### src/rtl/ps2_host_tx.sv
// PS/2 host-to-device transmitter: sends one command byte over open-drain PS2C/PS2D using glitch-filtered line sampling.
// PS2D_oe updates the cycle after a filtered clock fall; tx_valid is only accepted when tx_ready (IDLE).
module ps2_host_tx #(
   parameter int INHIBIT_CYCLES = 3000,
   parameter int TIMEOUT_CYCLES = 375000,
   parameter int FILTER_LEN     = 8
) (
   input  logic       clk_25mhz,
   input  logic       clr,
   input  logic [7:0] tx_data,
   input  logic       tx_valid,
   output logic       tx_ready,
   input  logic       PS2C,
   input  logic       PS2D,
   output logic       PS2C_oe,
   output logic       PS2D_oe,
   output logic       tx_done,
   output logic       tx_err,
   output logic       busy
);

   localparam int CMAX = (TIMEOUT_CYCLES > INHIBIT_CYCLES) ? TIMEOUT_CYCLES : INHIBIT_CYCLES;
   localparam int CW   = $clog2(CMAX + 1);
   localparam logic [CW-1:0] INH_LAST = CW'(INHIBIT_CYCLES - 1);
   localparam logic [CW-1:0] TO_LAST  = CW'(TIMEOUT_CYCLES - 1);

   typedef enum logic [2:0] {IDLE, INHIBIT, START, DATA, ACK, WAIT_IDLE} state_t;

   logic [FILTER_LEN-1:0] sh_c, sh_d;
   logic                  filt_c, filt_d, prev_c;
   logic                  fall;
   state_t                state;
   logic [CW-1:0]         cnt;
   logic [3:0]            bitcnt;
   logic [7:0]            data_q;
   logic                  parity_q;
   logic [9:0]            frame;

   assign fall  = prev_c & ~filt_c;
   assign frame = {1'b1, parity_q, data_q};

   // The raw pads are asynchronous; a filtered value only moves after a full window of agreeing samples.
   always_ff @(posedge clk_25mhz or posedge clr) begin
      if (clr) begin
         sh_c   <= '1;
         sh_d   <= '1;
         filt_c <= 1'b1;
         filt_d <= 1'b1;
         prev_c <= 1'b1;
      end else begin
         sh_c <= {sh_c[FILTER_LEN-2:0], PS2C};
         sh_d <= {sh_d[FILTER_LEN-2:0], PS2D};
         if (&sh_c)
            filt_c <= 1'b1;
         else if (~|sh_c)
            filt_c <= 1'b0;
         if (&sh_d)
            filt_d <= 1'b1;
         else if (~|sh_d)
            filt_d <= 1'b0;
         prev_c <= filt_c;
      end
   end

   always_ff @(posedge clk_25mhz or posedge clr) begin
      if (clr) begin
         state    <= IDLE;
         cnt      <= '0;
         bitcnt   <= '0;
         data_q   <= '0;
         parity_q <= 1'b0;
         PS2C_oe  <= 1'b0;
         PS2D_oe  <= 1'b0;
         tx_done  <= 1'b0;
         tx_err   <= 1'b0;
         busy     <= 1'b0;
         tx_ready <= 1'b1;
      end else begin
         tx_done <= 1'b0;
         tx_err  <= 1'b0;
         case (state)
            IDLE: begin
               PS2C_oe <= 1'b0;
               PS2D_oe <= 1'b0;
               if (tx_valid && tx_ready) begin
                  data_q   <= tx_data;
                  parity_q <= ~^tx_data;
                  cnt      <= '0;
                  PS2C_oe  <= 1'b1;
                  busy     <= 1'b1;
                  tx_ready <= 1'b0;
                  state    <= INHIBIT;
               end
            end
            INHIBIT: begin
               // Start bit goes low on the same edge the clock is released.
               if (cnt == INH_LAST) begin
                  cnt     <= '0;
                  PS2C_oe <= 1'b0;
                  PS2D_oe <= 1'b1;
                  state   <= START;
               end else begin
                  cnt <= cnt + CW'(1);
               end
            end
            START: begin
               if (fall) begin
                  cnt     <= '0;
                  PS2D_oe <= ~frame[0];
                  bitcnt  <= 4'd1;
                  state   <= DATA;
               end else if (cnt == TO_LAST) begin
                  tx_err   <= 1'b1;
                  PS2C_oe  <= 1'b0;
                  PS2D_oe  <= 1'b0;
                  busy     <= 1'b0;
                  tx_ready <= 1'b1;
                  cnt      <= '0;
                  state    <= IDLE;
               end else begin
                  cnt <= cnt + CW'(1);
               end
            end
            DATA: begin
               if (fall) begin
                  cnt     <= '0;
                  PS2D_oe <= ~frame[bitcnt];
                  bitcnt  <= bitcnt + 4'd1;
                  if (bitcnt == 4'd9)
                     state <= ACK;
               end else if (cnt == TO_LAST) begin
                  tx_err   <= 1'b1;
                  PS2C_oe  <= 1'b0;
                  PS2D_oe  <= 1'b0;
                  busy     <= 1'b0;
                  tx_ready <= 1'b1;
                  cnt      <= '0;
                  state    <= IDLE;
               end else begin
                  cnt <= cnt + CW'(1);
               end
            end
            ACK: begin
               if (fall) begin
                  cnt <= '0;
                  if (!filt_d) begin
                     state <= WAIT_IDLE;
                  end else begin
                     tx_err   <= 1'b1;
                     PS2D_oe  <= 1'b0;
                     busy     <= 1'b0;
                     tx_ready <= 1'b1;
                     state    <= IDLE;
                  end
               end else if (cnt == TO_LAST) begin
                  tx_err   <= 1'b1;
                  PS2C_oe  <= 1'b0;
                  PS2D_oe  <= 1'b0;
                  busy     <= 1'b0;
                  tx_ready <= 1'b1;
                  cnt      <= '0;
                  state    <= IDLE;
               end else begin
                  cnt <= cnt + CW'(1);
               end
            end
            WAIT_IDLE: begin
               if (filt_c && filt_d) begin
                  tx_done  <= 1'b1;
                  busy     <= 1'b0;
                  tx_ready <= 1'b1;
                  cnt      <= '0;
                  state    <= IDLE;
               end else if (fall) begin
                  cnt <= '0;
               end else if (cnt == TO_LAST) begin
                  tx_err   <= 1'b1;
                  PS2C_oe  <= 1'b0;
                  PS2D_oe  <= 1'b0;
                  busy     <= 1'b0;
                  tx_ready <= 1'b1;
                  cnt      <= '0;
                  state    <= IDLE;
               end else begin
                  cnt <= cnt + CW'(1);
               end
            end
            default: begin
               PS2C_oe  <= 1'b0;
               PS2D_oe  <= 1'b0;
               busy     <= 1'b0;
               tx_ready <= 1'b1;
               state    <= IDLE;
            end
         endcase
      end
   end

endmodule

### config.mk
export PLATFORM = sky130hd
export DESIGN_NAME = ps2_host_tx
export DESIGN_NICKNAME = d
export VERILOG_FILES = /design/src/rtl/ps2_host_tx.sv
export SDC_FILE = /design/constraint.sdc
export NUM_CORES = 1
export LEC_CHECK = 0
export CAP_MARGIN = 20
export CORE_MARGIN = 3
export CORE_UTILIZATION = 50
export CTS_CLUSTER_DIAMETER = 120
export CTS_CLUSTER_SIZE = 40
export DETAILED_ROUTE_END_ITERATION = 6
export GPL_ROUTABILITY_DRIVEN = 0
export PLACE_DENSITY = 0.77
export SLEW_MARGIN = 40
export SYNTH_ARGS = -nofsm -noshare
export SYNTH_HDL_FRONTEND = slang
export SYNTH_SLANG_ARGS = --single-unit
### constraint.sdc
create_clock -name clk_25mhz -period 4.84 [get_ports clk_25mhz]
set_input_delay 1.452 -clock clk_25mhz [delete_from_list [all_inputs] [get_ports clk_25mhz]]
set_output_delay 1.452 -clock clk_25mhz [all_outputs]
set_load 0.02 [all_outputs]
==> After elaboration in Yosys (flattened, before gate mapping) <==
Index checks and enable logic that the tools add are counted.
{ "word_totals": {"register_bits": 60, "input_bits": 13, "output_inout_bits": 6, "word_cells": 124} }
{ "classes": {"addsub": 2, "n_lt_le_gt_ge": 1, "eq_ne": 19, "n_mux": 62, "n_bitwise": 5, "n_reduce_logical": 19} }
{ "op_table": {"columns": ["cell", "count"], "rows": [
  ["two-way mux 19 bit", 5],
  ["one-hot mux 19 bit (4 select lines)", 1],
  ["two-way mux 1 bit", 36],
  ["two-way mux 3 bit", 10],
  ["adder 19 x 1 -> 19 bit, second input constant", 1],
  ["equality test 19 x 12 -> 1 bit, second input constant", 1],
  ["equality test 19 bit, second input constant", 1],
  ["one-hot mux 3 bit (6 select lines)", 1],
  ["inequality test 2 bit, second input constant", 8],
  ["AND reduction 8 bit", 2],
  ["OR reduction 8 bit", 2],
  ["one-hot mux 1 bit (5 select lines)", 3],
  ["inequality test 3 bit, second input constant", 3],
  ["two-way mux 4 bit", 2],
  ["one-hot mux 4 bit (2 select lines)", 1],
  ["AND reduction 4 bit", 2],
  ["XNOR reduction 8 bit", 1],
  ["equality test 3 x 2 -> 1 bit, second input constant", 2],
  ["equality test 3 bit, second input constant", 2],
  ["AND reduction 2 bit", 3],
  ["AND reduction 3 bit", 2],
  ["less-than comparator 4 x 5 -> 1 bit, second input constant", 1],
  ["adder 4 x 1 -> 4 bit, second input constant", 1],
  ["binary-select mux 1 bit (select 4 bit)", 1],
  ["12 further kinds", 16]
]} }

==> Depth between registers and ports, before layout <==
{ "logic_depth": {"depth_word": 5, "depth_mapped": 9, "mapped_depth_nobuf": 8} }

==> Worst setup path after synthesis <==
Ideal clock, no wire load.
{ "synth_path": {"path_type": "input-to-reg", "start": "in tx_valid", "end": "reg cnt[12]", "setup_time_ns": 0.125, "arrival_ns": 2.657, "required_ns": 4.715, "slack_ns": 2.057, "path_stages": 6, "path_buffers": 0, "cell_sequence": "a211o_1 o21ai_1 nor3_1 nand3_1 xor2_1 nor2_1"} }
{ "synth_via": {"elab_chain_cells": 3} }
{ "synth_lines": {"columns": ["item", "line_no", "source"], "rows": [
  ["start, declared", "11", "input logic tx_valid,"],
  ["logical AND 1 bit", "85", "if (tx_valid && tx_ready) begin"],
  ["inequality test 2 bit (no line)", null, null],
  ["AND reduction 2 bit (no line)", null, null],
  ["end signal, assigned", "103", "cnt <= cnt + CW'(1);"],
  ["end signal, assigned", "121", "cnt <= cnt + CW'(1);"],
  ["end signal, assigned", "140", "cnt <= cnt + CW'(1);"],
  ["end, declared", "33", "logic [CW-1:0] cnt;"]
]} }
No other way between the ends.
A chain may end at the register's enable or synchronous reset.

==> Worst setup path in the final report <==
{ "layout_path": {"start": "reg tx_ready", "end": "out tx_ready"} }
{ "layout_rtl": {"columns": ["item", "line_no", "source"], "rows": [
  ["start, declared", "12", "output logic tx_ready,"],
  ["start signal, assigned", "77", "tx_ready <= 1'b1;"],
  ["start signal, assigned", "91", "tx_ready <= 1'b0;"],
  ["start signal, assigned", "117", "tx_ready <= 1'b1;"]
]} }
No word-level cell between the ends.

==> metrics.csv <==
stage,metric,value,unit
clock_network,clockBufferDepth,2,
floorplanning,die_h,85.33,um
floorplanning,die_w,85.33,um
power,pwr-share-comb,30.7,%
timing,hold_viol,0,
setup_path,cp_cell_sequence,clkdlybuf4s50_1,
setup_path,crit_family,buffers and inverters,
clock_network,h-tree-depth,3,
logic_synthesis,ys_async_sr_fraction,100.0,%
logic_synthesis,synth_edf_count,0,
clock_network,clkLatencyLatePin,0.34,ns
floorplanning,core,0.005991,sq mm
grt,grt_overflow_total,0,
clock_network,clkTransAtPathRegs,0.07,ns
power,p_per_area,511.5,mW/mm^2
hold_path,min_path_type,register to register,
detailed_routing,drtPass1Iterations,4,
detailed_routing,wirelength,6.491,mm
place,port_buffers,18,
timing,slew_viol_final,0,
cells_and_area,n_fill_cell,488,
logic_synthesis,synth-seq-area-share,48.51,%
logic_synthesis,synthFlopType,dfrtp_1,
logic_synthesis,synth_area_leaders,"dfrtp_1 32%, dfstp_2 17%, nand2_1 3.5%",
setup_path,r2r_start,state[2]$_DFFE_PP0P_,
grt,grt_pass1_vias,2422,
timing,max_slew_margin,49.26,%
setup_path,r2r-end,cnt[2]$_DFFE_PP0P_,
hold_path,min-delay-start,sh_d[4]$_DFF_PP1_,
setup_path,critPathKind,register to primary output,
timing,finalSetupTns,0,ns
timing,rsz0062_at_grt,no,
cells_and_area,antennaDiodeCount,0,
power,power_frac_clock,27.7,%
cells_and_area,final_nets,351,
setup_path,start_kind,register,
grt,track_usage,19.86,%
clock_network,post_cts.repair.setup_buffers,0,
power,irDropWorstVdd,0.2957,mV
logic_synthesis,yosysMostFrequentCell,dfrtp_1,
setup_path,worstSetupEndpointType,primary output,
place,placed_cells,398,
grt,grt_max_degree,28,
logic_synthesis,avgSynthCellArea,9.927,sq um
grt,grt_first_pass_wirelength,11.39,mm
detailed_routing,vias,2492,
setup_path,critPathBufInv,1,
job,cap_violations,0,
status,status,"finished, final reports clean",
power,switching_share,34.60,%
setup_path,critPathMaxFanout,6,
setup_path,rrSetupSlack,2.00,ns
timing,max_freq,0.3323,GHz
timing,finalCritPeriodShare,62.18,%
clock_network,clockRootBuffer,clkbuf_8,
detailed_routing,antenna_left,0,
timing,setup_viol,0,
cells_and_area,fin_cells,415,
clock_network,cts_resized,0,
logic_synthesis,synth_top_area_share,31.81,%
timing,whs,0.3643,ns
cells_and_area,area_delta_synth_final,14.75,%
power,switchingPower,639.0,uW
floorplanning,initial_core_util,52.53,%
timing,tightest_slew,0.7611,ns
floorplanning,io_pins,19,
power,power.leakage,0.001507,uW
logic_synthesis,synth_nets,333,
detailed_routing,drc,0,
detailed_routing,drt_iter0_markers,221,
logic_synthesis,yosysUniqueCellTypes,56,
hold_path,hold_end,sh_d[5]$_DFF_PP1_,
power,internal_power,1208,uW
logic_synthesis,synth_area_leader_cell,dfrtp_1,
clock_network,clkSinkCount,60,
setup_path,slowest_stage,clkdlybuf4s50_1,
power,p_seq_share,41.7,%
clock_network,cts_tree,built,
clock_network,numCtsBuffers,9,
floorplanning,rows,28,
place,hpwl,4.447,mm
setup_path,arrival,1.56,ns
cells_and_area,drive_above_1_share,16.76,%
timing,skew,0.01284,ns
logic_synthesis,synth_common_cells,"40 x dfrtp_1, 29 x nand2_1, 28 x nor2_1, 21 x nand3_1, 20 x dfstp_2",
detailed_routing,wire_per_inst,15.64,um
setup_path,r2r.worst_path.cells,7,
setup_path,crit_required,3.39,ns
grt,antenna_found_initial,0,
setup_path,slowest_delay,0.62,ns
timing,min_period,3.009,ns
logic_synthesis,synth_cells,317,
hold_path,holdPathStages,0,
logic_synthesis,synth_seq_cells,60,
floorplanning,die_area,0.007281,sq mm
logic_synthesis,synth-warning-count,0,
detailed_routing,vias_per_cell,6.005,
clock_network,hold_buffers,0,
logic_synthesis,syn-cell-area,0.003147,sq mm
==> power groups by stage <==
stage                     Clock [uW]  Combinational (uW)  Sequential [uW]
final                            511                 567              769
after floorplan                    0                 508              695
after CTS                        528                 558              765
after global routing             549                 630              790
after detailed placement           0                 556              772
after global placement             0                 543              768
==> per-stage QoR <==
step / total power, uW / utilization, % / area, sq um / worst slack (ns)
2_1_floorplan: 1203 / - / 3147 / 1.936
3_3_place_gp: 1310 / 56.31 / 3373 / 1.683
3_5_place_dp: 1328 / 56.35 / 3376 / 1.623
4_1_cts: 1852 / 60.15 / 3603 / 1.804
5_1_grt: 1969 / 60.28 / 3611 / 1.783
6_report: 1847 / 60.28 / 3611 / 1.831
==> logic make-up (layout without fill, tap and decap cells) <==
group | Yosys count | in the layout | share of synthesized area [%]
AOI/OAI and AO/OA | 73 | 73 | 15.86
xor gates and xnor gates | 13 | 13 | 3.618
adders and majority gates | 3 | 3 | 1.193
buffers and inverters | 27 | 50 | 3.777
DFF | 60 | 60 | 48.51
muxes | 15 | 15 | 5.885
and+or+nand+nor | 126 | 126 | 21.15
==> layout make-up <==
type	instances	area (sq um)	area share (%)
multi-input cells	230	1504	41.65
repair buffers	23	217.7	6.029
well taps	75	93.84	2.599
clock inverters	3	68.82	1.906
flip-flops and latches	60	1526	42.27
clock buffers	13	158.9	4.401
inverters	11	41.29	1.143
==> layer usage <==
metal  track usage [%]  share of wire (%)
met1             25.89                 46
met2             31.00                 48
met3             6.117                5.1
met4             7.770                1.0
met5                 0                  0
==> worst max-delay path by stage <==
| stage | from | to | slack (ns) | depth (start not counted) |
|---|---|---|---|---|
| 2_1_floorplan | clr | PS2C_oe$_DFFE_PP0P_ | 1.94 | 1 |
| 3_3_place_gp | tx_valid | cnt[16]$_DFFE_PP0P_ | 1.68 | 8 |
| 3_5_place_dp | tx_valid | cnt[12]$_DFFE_PP0P_ | 1.62 | 8 |
| 4_1_cts | tx_ready$_DFFE_PP1P_ | tx_ready | 1.80 | 1 |
| 5_1_grt | tx_ready$_DFFE_PP1P_ | tx_ready | 1.78 | 1 |
| 6_report | tx_ready$_DFFE_PP1P_ | tx_ready | 1.83 | 1 |
==> flip-flops by register name, indices dropped and copies added, names as in the netlist <==
signal / flops
PS2C_oe: 1
PS2D_oe: 1
bitcnt: 4
busy: 1
cnt: 19
data_q: 8
filt_c: 1
filt_d: 1
parity_q: 1
prev_c: 1
sh_c: 8
sh_d: 8
state: 3
tx_done: 1
tx_err: 1
tx_ready: 1
==> cells in the final DEF (no fill, tap or decap), types with 2 or more instances in the layout <==
master / netlist / layout
a21o_1: 5 / 5
o21bai_1: 3 / 3
nand3_1: 21 / 21
a22oi_1: 2 / 2
o32ai_1: 3 / 3
a41oi_1: 2 / 2
inv_1: 11 / 10
nand2_1: 29 / 29
nor2_1: 28 / 28
nor2b_1: 7 / 6
clkdlybuf4s50_1: 0 / 18
ha_1: 3 / 3
o21a_1: 2 / 2
a21oi_1: 13 / 13
and3_1: 3 / 3
nor3_1: 2 / 2
nand2b_1: 5 / 5
a31oi_1: 7 / 7
nor4b_1: 4 / 4
xnor2_1: 11 / 11
clkbuf_1: 11 / 2
mux2i_1: 5 / 5
buf_4: 0 / 5
clkbuf_8: 0 / 11
a211oi_1: 2 / 2
dfstp_2: 20 / 20
mux2_2: 8 / 8
o211ai_1: 2 / 2
and2_1: 4 / 4
dfrtp_1: 40 / 40
a22o_1: 5 / 5
mux4_2: 2 / 2
xor2_1: 2 / 2
nor4_1: 4 / 4
or4_1: 2 / 2
o22ai_1: 2 / 2
nand4_1: 9 / 9
bufinv_16: 0 / 2
o21ai_0: 16 / 16
Power figures use the tool's default switching activity.
